File: src/rtl/cpu_ctrl_seq_pkg.sv
// cpu_ctrl_seq_pkg: state encodings, instruction field layout, MM map and decode helper.
// Latency: n/a (constants and a pure combinational function).
// Backpressure: n/a.
package cpu_ctrl_seq_pkg;

   // FSM state encodings (also the value visible through the MM STATE register)
   localparam logic [3:0] ST_READY      = 4'd0;
   localparam logic [3:0] ST_FETCH      = 4'd1;
   localparam logic [3:0] ST_WAIT_FETCH = 4'd2;
   localparam logic [3:0] ST_CALC       = 4'd3;
   localparam logic [3:0] ST_WAIT_CALC  = 4'd4;
   localparam logic [3:0] ST_LWST       = 4'd5;
   localparam logic [3:0] ST_WAIT_LWST  = 4'd6;
   localparam logic [3:0] ST_HALT       = 4'd7;
   localparam logic [3:0] ST_ERROR      = 4'd8;

   // Instruction field layout: type in the low bits, op directly above it
   localparam int TYPE_LSB = 0;
   localparam int TYPE_W   = 2;
   localparam int OP_LSB   = 2;
   localparam int OP_W     = 4;

   localparam logic [TYPE_W-1:0] TYPE_R  = 2'd0;
   localparam logic [TYPE_W-1:0] TYPE_I  = 2'd1;
   localparam logic [TYPE_W-1:0] TYPE_J  = 2'd2;
   localparam logic [TYPE_W-1:0] TYPE_LR = 2'd3;

   localparam logic [OP_W-1:0] OP_ADD = 4'd0;
   localparam logic [OP_W-1:0] OP_LW  = 4'd1;
   localparam logic [OP_W-1:0] OP_ST  = 4'd2;
   localparam logic [OP_W-1:0] OP_BE  = 4'd3;
   localparam logic [OP_W-1:0] OP_BNE = 4'd4;
   localparam logic [OP_W-1:0] OP_JR  = 4'd5;
   localparam logic [OP_W-1:0] OP_J   = 4'd6;
   localparam logic [OP_W-1:0] OP_JAL = 4'd7;

   // MM word addresses
   localparam int MM_STATE   = 0;
   localparam int MM_CTRL    = 1;
   localparam int MM_STATUS  = 2;
   localparam int MM_INSTCNT = 3;
   localparam int MM_CYCCNT  = 4;

   // CTRL / STATUS bit positions
   localparam int CTRL_BOOT = 0;
   localparam int CTRL_STEP = 1;
   localparam int CTRL_GO   = 2;
   localparam int STAT_ERR  = 0;
   localparam int STAT_HALT = 1;

   typedef struct packed {
      logic lwst;
      logic be;
      logic bne;
      logic jump;
      logic calc;
      logic is_j;
   } dec_t;

   // Classify the head instruction; eq is the branch operand comparison.
   function automatic dec_t decode(input logic valid,
                                   input logic [TYPE_W-1:0] ty,
                                   input logic [OP_W-1:0] op,
                                   input logic eq);
      dec_t d;
      logic is_i;
      is_i   = valid && (ty == TYPE_I);
      d.lwst = is_i && ((op == OP_LW) || (op == OP_ST));
      d.be   = is_i && (op == OP_BE) && eq;
      d.bne  = is_i && (op == OP_BNE) && !eq;
      d.is_j = valid && (ty == TYPE_J);
      d.jump = (valid && (((ty == TYPE_LR) && (op == OP_JR)) ||
                          ((ty == TYPE_J) && ((op == OP_J) || (op == OP_JAL)))))
               || d.be || d.bne;
      d.calc = valid && !d.lwst && !d.jump;
      return d;
   endfunction

endpackage

File: src/rtl/cpu_ctrl_mmregs.sv
// cpu_ctrl_mmregs: CTRL/STATUS (and optional perf counter) registers plus MM read mux.
// Latency: read data and read-valid one cycle after i_read; write effects visible next cycle.
// Backpressure: none, every MM access completes in one cycle. Perf counters: CPU_CTRL_PERF_CNT_EN.
module cpu_ctrl_mmregs
   import cpu_ctrl_seq_pkg::*;
#(
   parameter int WORD_BITS = 32,
   parameter int ADDR_BITS = 3
)(
   input  logic                 clk,
   input  logic                 rst,
   input  logic [ADDR_BITS-1:0] addr,
   input  logic                 read,
   input  logic                 write,
   input  logic [WORD_BITS-1:0] writedata,
   input  logic [3:0]           state,
   input  logic                 err_set,
   input  logic                 inst_complete,
   input  logic                 cyc_active,
   output logic                 ctrl_boot,
   output logic                 ctrl_step,
   output logic                 go_now,
   output logic                 state_wr,
   output logic                 err,
   output logic [WORD_BITS-1:0] readdata,
   output logic                 readdatavalid
);

   localparam logic [ADDR_BITS-1:0] A_STATE   = ADDR_BITS'(MM_STATE);
   localparam logic [ADDR_BITS-1:0] A_CTRL    = ADDR_BITS'(MM_CTRL);
   localparam logic [ADDR_BITS-1:0] A_STATUS  = ADDR_BITS'(MM_STATUS);
   localparam logic [ADDR_BITS-1:0] A_INSTCNT = ADDR_BITS'(MM_INSTCNT);
   localparam logic [ADDR_BITS-1:0] A_CYCCNT  = ADDR_BITS'(MM_CYCCNT);

   logic                 ctrl_wr;
   logic                 status_wr;
   logic                 ctrl_go;
   logic                 halted;
   logic [WORD_BITS-1:0] rd_mux;

   assign ctrl_wr   = write && (addr == A_CTRL);
   assign status_wr = write && (addr == A_STATUS);
   assign state_wr  = write && (addr == A_STATE);
   // go acts in the write cycle itself so HALT can dispatch without an extra cycle
   assign go_now    = ctrl_wr && writedata[CTRL_GO];
   assign halted    = (state == ST_HALT);

   // CTRL bits and sticky error flag; go only lives for one cycle after its write
   always_ff @(posedge clk) begin
      if (!rst) begin
         ctrl_boot <= 1'b0;
         ctrl_step <= 1'b0;
         ctrl_go   <= 1'b0;
         err       <= 1'b0;
      end else begin
         ctrl_go <= 1'b0;
         if (ctrl_wr) begin
            ctrl_boot <= writedata[CTRL_BOOT];
            ctrl_step <= writedata[CTRL_STEP];
            ctrl_go   <= writedata[CTRL_GO];
         end
         // a new timeout beats a simultaneous clear so an error is never lost
         if (err_set)
            err <= 1'b1;
         else if (status_wr && writedata[STAT_ERR])
            err <= 1'b0;
      end
   end

`ifdef CPU_CTRL_PERF_CNT_EN
   logic [WORD_BITS-1:0] instcnt;
   logic [WORD_BITS-1:0] cyccnt;

   // Free-running perf counters; any MM write to a counter clears it
   always_ff @(posedge clk) begin
      if (!rst) begin
         instcnt <= '0;
         cyccnt  <= '0;
      end else begin
         if (write && (addr == A_INSTCNT))
            instcnt <= '0;
         else if (inst_complete)
            instcnt <= instcnt + 1'b1;
         if (write && (addr == A_CYCCNT))
            cyccnt <= '0;
         else if (cyc_active)
            cyccnt <= cyccnt + 1'b1;
      end
   end
`else
   logic unused_perf;
   assign unused_perf = ^{inst_complete, cyc_active, writedata};
`endif

   // Read mux; unmapped addresses return zero
   always_comb begin
      rd_mux = '0;
      case (addr)
         A_STATE:   rd_mux = WORD_BITS'(state);
         A_CTRL:    rd_mux = WORD_BITS'({ctrl_go, ctrl_step, ctrl_boot});
         A_STATUS:  rd_mux = WORD_BITS'({halted, err});
`ifdef CPU_CTRL_PERF_CNT_EN
         A_INSTCNT: rd_mux = instcnt;
         A_CYCCNT:  rd_mux = cyccnt;
`endif
         default:   rd_mux = '0;
      endcase
   end

   // Registered read response
   always_ff @(posedge clk) begin
      if (!rst) begin
         readdata      <= '0;
         readdatavalid <= 1'b0;
      end else begin
         readdatavalid <= read;
         if (read)
            readdata <= rd_mux;
      end
   end

endmodule

File: src/rtl/cpu_ctrl_seq.sv
// cpu_ctrl_seq: fetch/calc/load-store sequencer with branch resolve, single-step and watchdog.
// Latency: permits are registered state decodes; unit completions act one cycle after arrival.
// Backpressure: waits indefinitely on unit completions, bounded by the watchdog (-> ERROR).
// Optional perf counters in cpu_ctrl_mmregs are enabled by CPU_CTRL_PERF_CNT_EN.
module cpu_ctrl_seq
   import cpu_ctrl_seq_pkg::*;
#(
   parameter int WORD_BITS      = 32,
   parameter int BURST_LENGTH   = 4,
   parameter int TIMEOUT_CYCLES = 1024,
   parameter int ADDR_BITS      = 3
)(
   input  logic                 clk,
   input  logic                 rst,
   input  logic [WORD_BITS-1:0] i_inst,
   input  logic                 i_inst_valid,
   input  logic                 i_empty,
   input  logic                 i_fetch_complete,
   input  logic                 i_calc_complete,
   input  logic                 i_read_mem_complete,
   input  logic                 i_write_mem_complete,
   input  logic [WORD_BITS-1:0] i_src0,
   input  logic [WORD_BITS-1:0] i_src1,
   input  logic                 i_boot_sw,
   output logic                 o_permit_fetch,
   output logic                 o_calc_start,
   output logic                 o_lwst_start,
   output logic                 o_be_bne,
   output logic                 o_inst_complete,
   output logic                 o_halted,
   output logic                 o_error,
   input  logic [ADDR_BITS-1:0] i_addr,
   input  logic                 i_read,
   input  logic                 i_write,
   input  logic [WORD_BITS-1:0] i_writedata,
   output logic [WORD_BITS-1:0] o_readdata,
   output logic                 o_readdatavalid
);

   localparam int              WD_W       = (TIMEOUT_CYCLES > 2) ? $clog2(TIMEOUT_CYCLES) : 1;
   localparam logic [WD_W-1:0] WD_LAST    = WD_W'(TIMEOUT_CYCLES - 1);
   localparam logic [3:0]      BURST_LAST = 4'(BURST_LENGTH - 1);

   logic [3:0]      state;
   logic [3:0]      state_next;
   logic [3:0]      disp_next;
   logic [3:0]      burst_cnt;
   logic [WD_W-1:0] wd_cnt;
   logic            complete_next;
   logic            cmp_any;
   logic            in_wait;
   logic            timeout;
   logic            err_set;
   logic            wr_state_ok;
   dec_t            dec;

   logic ctrl_boot;
   logic ctrl_step;
   logic go_now;
   logic state_wr;
   logic cyc_active;

   logic unused_inst;
   assign unused_inst = ^i_inst;

   assign dec = decode(i_inst_valid,
                       i_inst[TYPE_LSB +: TYPE_W],
                       i_inst[OP_LSB +: OP_W],
                       (i_src0 == i_src1));

   assign cmp_any     = i_calc_complete || i_read_mem_complete || i_write_mem_complete;
   assign in_wait     = (state == ST_WAIT_FETCH) || (state == ST_WAIT_CALC) || (state == ST_WAIT_LWST);
   assign wr_state_ok = (i_writedata <= WORD_BITS'(ST_ERROR));
   assign cyc_active  = (state != ST_READY) && (state != ST_HALT) && (state != ST_ERROR);

   assign o_permit_fetch  = (state == ST_FETCH);
   assign o_calc_start    = (state == ST_CALC);
   assign o_lwst_start    = (state == ST_LWST);
   assign o_halted        = (state == ST_HALT);
   assign o_be_bne        = dec.be || dec.bne;
   assign o_inst_complete = cmp_any || dec.is_j;

   // Common dispatch choice after a retire or a go; an idle head keeps the current state
   always_comb begin
      disp_next = state;
      if (i_empty || dec.jump)
         disp_next = ST_FETCH;
      else if (dec.calc)
         disp_next = ST_CALC;
      else if (dec.lwst)
         disp_next = ST_LWST;
   end

   // Next-state logic; a host write to STATE overrides everything the FSM wanted
   always_comb begin
      state_next = state;
      timeout    = 1'b0;
      case (state)
         ST_READY:
            if (i_boot_sw || ctrl_boot)
               state_next = ST_FETCH;
         ST_FETCH:
            if (burst_cnt == BURST_LAST)
               state_next = ST_WAIT_FETCH;
         ST_WAIT_FETCH:
            if (i_fetch_complete) begin
               if (dec.jump)
                  state_next = ST_FETCH;
               else if (dec.calc)
                  state_next = ST_CALC;
               else if (dec.lwst)
                  state_next = ST_LWST;
               else
                  state_next = ST_FETCH;
            end else if (wd_cnt == WD_LAST) begin
               timeout = 1'b1;
            end
         ST_CALC:
            state_next = ST_WAIT_CALC;
         ST_LWST:
            state_next = ST_WAIT_LWST;
         ST_WAIT_CALC, ST_WAIT_LWST:
            if (complete_next)
               state_next = ctrl_step ? ST_HALT : disp_next;
            else if (wd_cnt == WD_LAST)
               timeout = 1'b1;
         ST_HALT:
            if (go_now)
               state_next = disp_next;
         ST_ERROR:
            state_next = ST_ERROR;
         default:
            state_next = ST_ERROR;
      endcase
      if (timeout)
         state_next = ST_ERROR;
      if (state_wr)
         state_next = wr_state_ok ? i_writedata[3:0] : ST_ERROR;
   end

   // A timeout only flags an error if the host did not redirect the FSM that cycle
   assign err_set = timeout && !state_wr;

   // State register, burst counter, watchdog and registered unit completion
   always_ff @(posedge clk) begin
      if (!rst) begin
         state         <= ST_READY;
         burst_cnt     <= '0;
         wd_cnt        <= '0;
         complete_next <= 1'b0;
      end else begin
         state         <= state_next;
         complete_next <= cmp_any;
         if ((state == ST_FETCH) && (state_next == ST_FETCH))
            burst_cnt <= burst_cnt + 1'b1;
         else
            burst_cnt <= '0;
         if (in_wait && (state_next == state))
            wd_cnt <= wd_cnt + 1'b1;
         else
            wd_cnt <= '0;
      end
   end

   cpu_ctrl_mmregs #(
      .WORD_BITS (WORD_BITS),
      .ADDR_BITS (ADDR_BITS)
   ) u_mmregs (
      .clk           (clk),
      .rst           (rst),
      .addr          (i_addr),
      .read          (i_read),
      .write         (i_write),
      .writedata     (i_writedata),
      .state         (state),
      .err_set       (err_set),
      .inst_complete (o_inst_complete),
      .cyc_active    (cyc_active),
      .ctrl_boot     (ctrl_boot),
      .ctrl_step     (ctrl_step),
      .go_now        (go_now),
      .state_wr      (state_wr),
      .err           (o_error),
      .readdata      (o_readdata),
      .readdatavalid (o_readdatavalid)
   );

endmodule

File: config.mk
export PLATFORM = sky130hd
export DESIGN_NAME = cpu_ctrl_seq
export DESIGN_NICKNAME = d
export VERILOG_FILES = /design/src/rtl/cpu_ctrl_seq_pkg.sv /design/src/rtl/cpu_ctrl_mmregs.sv /design/src/rtl/cpu_ctrl_seq.sv
export SDC_FILE = /design/constraint.sdc
export NUM_CORES = 1
export LEC_CHECK = 0
export CAP_MARGIN = 20
export CORE_UTILIZATION = 31
export DETAILED_ROUTE_END_ITERATION = 10
export PLACE_DENSITY_LB_ADDON = 0.15
export SLEW_MARGIN = 0
export SYNTH_ARGS = -nofsm -noshare
export SYNTH_HDL_FRONTEND = slang
export SYNTH_SLANG_ARGS = --single-unit
File: constraint.sdc
create_clock -name clk -period 2.4 [get_ports clk]
set_clock_uncertainty 0.15 [all_clocks]
set_input_delay 0.48 -clock clk [delete_from_list [all_inputs] [get_ports clk]]
set_output_delay 0.48 -clock clk [all_outputs]
set_load 0.1 [all_outputs]
After elaboration in Yosys (flattened, before gate mapping)

Cells that the tools add are included.

Bits of input ports: 142
Register bits: 56
Output and inout bits: 40
Word-level logic and storage cells: 104

Reduce and logical (&&, ||, !) cells: 44
Order comparisons: 1
Muxes and demuxes: 23
Equal/unequal tests: 24
Add/sub/neg operators: 2

Operators by type and width:

| cell                    | number |
|---|---|
| $mux W4                 | 12 |
| $eq A32 B32 Y1          | 1 |
| $eq A4 B3 Y1 const B    | 8 |
| $le A32 B4 Y1 const B   | 1 |
| $pmux W4 S7             | 1 |
| $eq A4 B2 Y1 const B    | 5 |
| $logic_and A1 B1 Y1     | 20 |
| $logic_or A1 B1 Y1      | 13 |
| $eq A4 B1 Y1 const B    | 3 |
| $pmux W4 S3             | 1 |
| $add A10 B1 Y10 const B | 1 |
| $eq A10 B10 Y1 const B  | 1 |
| $mux W3                 | 3 |
| $reduce_and A2 Y1       | 3 |
| $mux W1                 | 5 |
| $add A4 B1 Y4 const B   | 1 |
| $eq A2 B2 Y1 const B    | 2 |
| $eq A4 B4 Y1            | 1 |
| $logic_not A1 Y1        | 4 |
| $logic_not A4 Y1        | 1 |
| $eq A3 B1 Y1 const B    | 1 |
| $eq A3 B2 Y1 const B    | 1 |
| $logic_not A3 Y1        | 1 |
| $eq A2 B1 Y1 const B    | 1 |
| 3 further kinds         | 3 |

Logic depth before layout (Yosys ltp)

Word-level depth: 19
Depth in mapped cells: 8
Depth with buffers taken out: 8

Cells and area by module

A second synthesis with hierarchy kept.

Cell total of the unflattened synthesis: 280
Area, all modules: 2369.8 um2

Modules (own cells, without submodules):

| module          | cells each | instances | area each (um2) | sequential area each (um2) |
|---|---|---|---|---|
| cpu_ctrl_seq    | 206        | 1         | 1695.4          | 380.4 |
| cpu_ctrl_mmregs | 74         | 1         | 674.4           | 180.2 |

Least setup slack after synthesis

Ideal clock, no wire load.

Path kind: input port to output port
Start point: input port i_src1[13]
End point: output port o_be_bne
Arrival: 3484 ps
Cell stages on the path: 7
Path slack: -1714 ps
Required time: 1770 ps
Cells stage by stage: xnor2_1 nand4_1 nor4_1 nand2_1 nor3_1 a31oi_1 nor3_1

Cells in the longest elaborated chain, start to end: 4
Elaborated cells on any way between the ends: 5
Classes of those cells: eq/ne: 1; reduce/logical: 4

RTL lines:

| element                | line                   | text |
|---|---|---|
| start: declaration     | cpu_ctrl_seq.sv:23     | `input logic [WORD_BITS-1:0] i_src1,` |
| $eq A32 B32 Y1 (*)     | cpu_ctrl_seq.sv:69     | `(i_src0 == i_src1));` |
| $logic_not A1 Y1       | cpu_ctrl_seq_pkg.sv:70 | `d.bne = is_i && (op == OP_BNE) && !eq;` |
| $logic_and A1 B1 Y1    | cpu_ctrl_seq_pkg.sv:70 |  |
| $logic_or A1 B1 Y1 (*) | cpu_ctrl_seq.sv:80     | `assign o_be_bne = dec.be \|\| dec.bne;` |
| end: declaration       | cpu_ctrl_seq.sv:28     | `output logic o_be_bne,` |

Every way passes the cells marked *; elsewhere a longest branch is shown, timed or not.

Final worst setup path

Start point: input port i_src1[24]
End point: output port o_be_bne

Same word-level chain as after synthesis.

==> flow_summary.yaml <==
grt:
  track_usage_pct: 18.9
  grt_overflow: 0
  grt_first_pass_wirelength_um: 11800
  grt_pass1_vias: 2638
  antenna_found_initial: 0
  grt_max_degree: 15
synthesis:
  synth_top_family_by_area: "simple AND/OR/NAND/NOR gates"
  yosys_warnings: 0
  synth-adder-area-share_pct: 1.05
  syn_inst: 297
  synth.mux.area_fraction_pct: 2.52
  ys_types: 59
  syn_area_um2: 2380
  ys_ff_latch: 28
  ys_seq_area_share_pct: 23.6
  yosys_most_used_dff: "dfxtp_1"
  synth_simple_gate_area_share_pct: 30.3
  synth-edff-count: 0
  synth-xor-area-share_pct: 15.8
  async_reset_ff_share_pct: 0
  avgSynthCellArea_um2: 8.01
  synth_compound_area_share_pct: 14.4
clocking:
  ctsHoldBuffers: 0
  cts_root_buf: "clkbuf_8"
  clock_latency_ns: 0.28
  clock_path_buffers: 2
  cts_max_level: 1
  clock-sinks: 28
  cts_tree: "done"
  cts_buffers: 3
  clk_pin_slew_ns: 0.08
run_status:
  violations: "negative setup slack"
  status: "finished with violations"
pwr:
  p_per_area_nw_per_um2: 337
  peakVddDrop_uv: 215
  p_leak_uw: 0.00204
  power.total_uw: 1460
final_layout:
  utilization_pct: 59.3
  final_common_cell: "buf_4"
  area_growth_pct: 82.8
  layout_common_cells: "buf_4, nor2_1, conb_1, buf_2, dfxtp_1"
  final_cell_count_no_fill: 574
  drive_above_1_share_pct: 41.3
  diodes: 0
  final_nets: 621
die:
  dieArea_um2: 8030
  io_pins: 182
  die_h_um: 89.6
  core_area_um2: 7330
  num_rows: 31
  die_x_um: 89.6
  start_util_pct: 32.4
timing:
  finalHoldViolations: 0
  setup_viol: 1
  maxSlewViolCount: 0
  fin_crit_sh_pct: 111
  layout_min_cycle_time_ns: 2.66
  max_freq_mhz: 376
  fin_ws_ns: -0.260
  rsz0062_at_grt: "yes"
placement:
  dp_worst_setup_slack_ns: -0.658
  dp_hpwl_um: 6040
  globalplace.congestion: 0.855
  numPortBuffers: 127
  dp.cells: 558
detailed_routing:
  vias_per_cell: 4.84
  drtIter0Drc: 81
  wl_per_cell_um: 14.0
  routed_wirelength_um: 8010
  ant_nets: 0
  route.detailed.drc: 0
  dr.pass1.iters: 4
  vias: 2781
worst_setup_path:
  critPathMaxFanout: 2
  worstPathRequired_ns: 1.77
  start_kind: "primary input"
  crit_type: "primary input to primary output"
  crit_path_end_kind: "primary output"
  cp.arrival_ns: 2.03
hold_path:
  hp-class: "flip-flop to flip-flop"
flow_run:
  drv_cap: 0
## state kept, by name, summed over array words and instances, names as in the netlist
name and flops:
burst_cnt 4, complete_next 1, state 4, u_mmregs.ctrl_boot 1, u_mmregs.ctrl_go 1, u_mmregs.ctrl_step 1
u_mmregs.err 1, u_mmregs.readdata 4, u_mmregs.readdatavalid 1, wd_cnt 10
## cell usage after synthesis, drive strengths merged, types with 3 or more instances
cell / n / share of area (%)
a211oi: 3 / 0.95
a21oi: 13 / 2.7
a22oi: 3 / 0.95
buf: 30 / 9.5
clkbuf: 6 / 0.95
dfxtp: 28 / 24
inv: 11 / 1.7
mux2i: 6 / 2.5
nand2: 17 / 2.7
nand2b: 7 / 1.8
nand3: 7 / 1.7
nand3b: 3 / 0.95
nand4: 14 / 4.3
nor2: 34 / 5.4
nor3: 13 / 3.2
nor3b: 3 / 0.95
nor4: 11 / 2.9
nor4b: 3 / 2.0
o21ai: 3 / 0.63
xnor2: 37 / 14
xor2: 6 / 2.2
## path summary, 6_finish.rpt
check               startpoint      endpoint  slack, ns  cells past startpoint
hold / removal    burst_cnt[0]  burst_cnt[0]       0.30                      1
hold reg to reg   burst_cnt[0]  burst_cnt[0]       0.30                      1
setup / recovery    i_src1[24]      o_be_bne      -0.26                      9
setup reg to reg      state[0]     wd_cnt[5]       0.10                      8
## report_power, final
part	internal [µW]	switching (µW)
Combinational	294	428
Sequential	474	12.6
Clock	113	142
## layer usage
layer,global-route usage [%],vias up,share of wire [%]
li1,-,1377,-
met1,21.9,1278,41
met2,36.0,114,51
met3,2.93,12,6.2
met4,4.76,0,1.5
met5,0,-,0
## per-stage QoR
| stage | hold WS, ns | TNS (ns) | cell area (µm²) |
|---|---|---|---|
| 3_5_place_dp | 0.291 | -9.56 | 4110 |
| 4_1_cts | 0.308 | -1.84 | 4160 |
| 2_1_floorplan | 0.268 | -0.961 | 2580 |
| 3_3_place_gp | 0.281 | -9.11 | 4110 |
| 5_1_grt | 0.332 | -0.617 | 4350 |
| 6_report | 0.305 | -0.260 | 4350 |
## area by class of cell
type	instances	area [µm²]
Tap cell	99	124
Sequential cell	28	564
Multi-Input combinational cell	250	2010
Clock buffer	3	41.3
Inverter	11	41.3
Timing Repair Buffer	183	1570
Fill cell	684	2980
## cell families after synthesis
| logic type | after synthesis |
|---|---|
| adder cells (fa/ha/maj) | 2 |
| other | 1 |
| multiplexers | 6 |
| AO/OA/AOI/OAI | 46 |
| flip-flops | 28 |
| AND/OR/NAND/NOR | 124 |
| buffers and inverters | 47 |
| XOR/XNOR | 43 |
## worst max-delay path, cell delays in order
cell             delay, ns
clkdlybuf4s15_1       0.18
xnor2_1               0.18
nand4_1               0.14
nor4_2                0.27
nand2_1               0.15
nor3_2                0.16
a31oi_2               0.07
nor3_4                0.21
buf_12                0.20
## repair_timing
item                       CTS  global route
hold endpoints to repair     0             0
setup endpoints to repair   16            15
cloned                       1             0
pin swaps                   57            48
resized for setup          216           108
setup buffers                5             7
No activity file was read; power rests on OpenSTA's default activity.
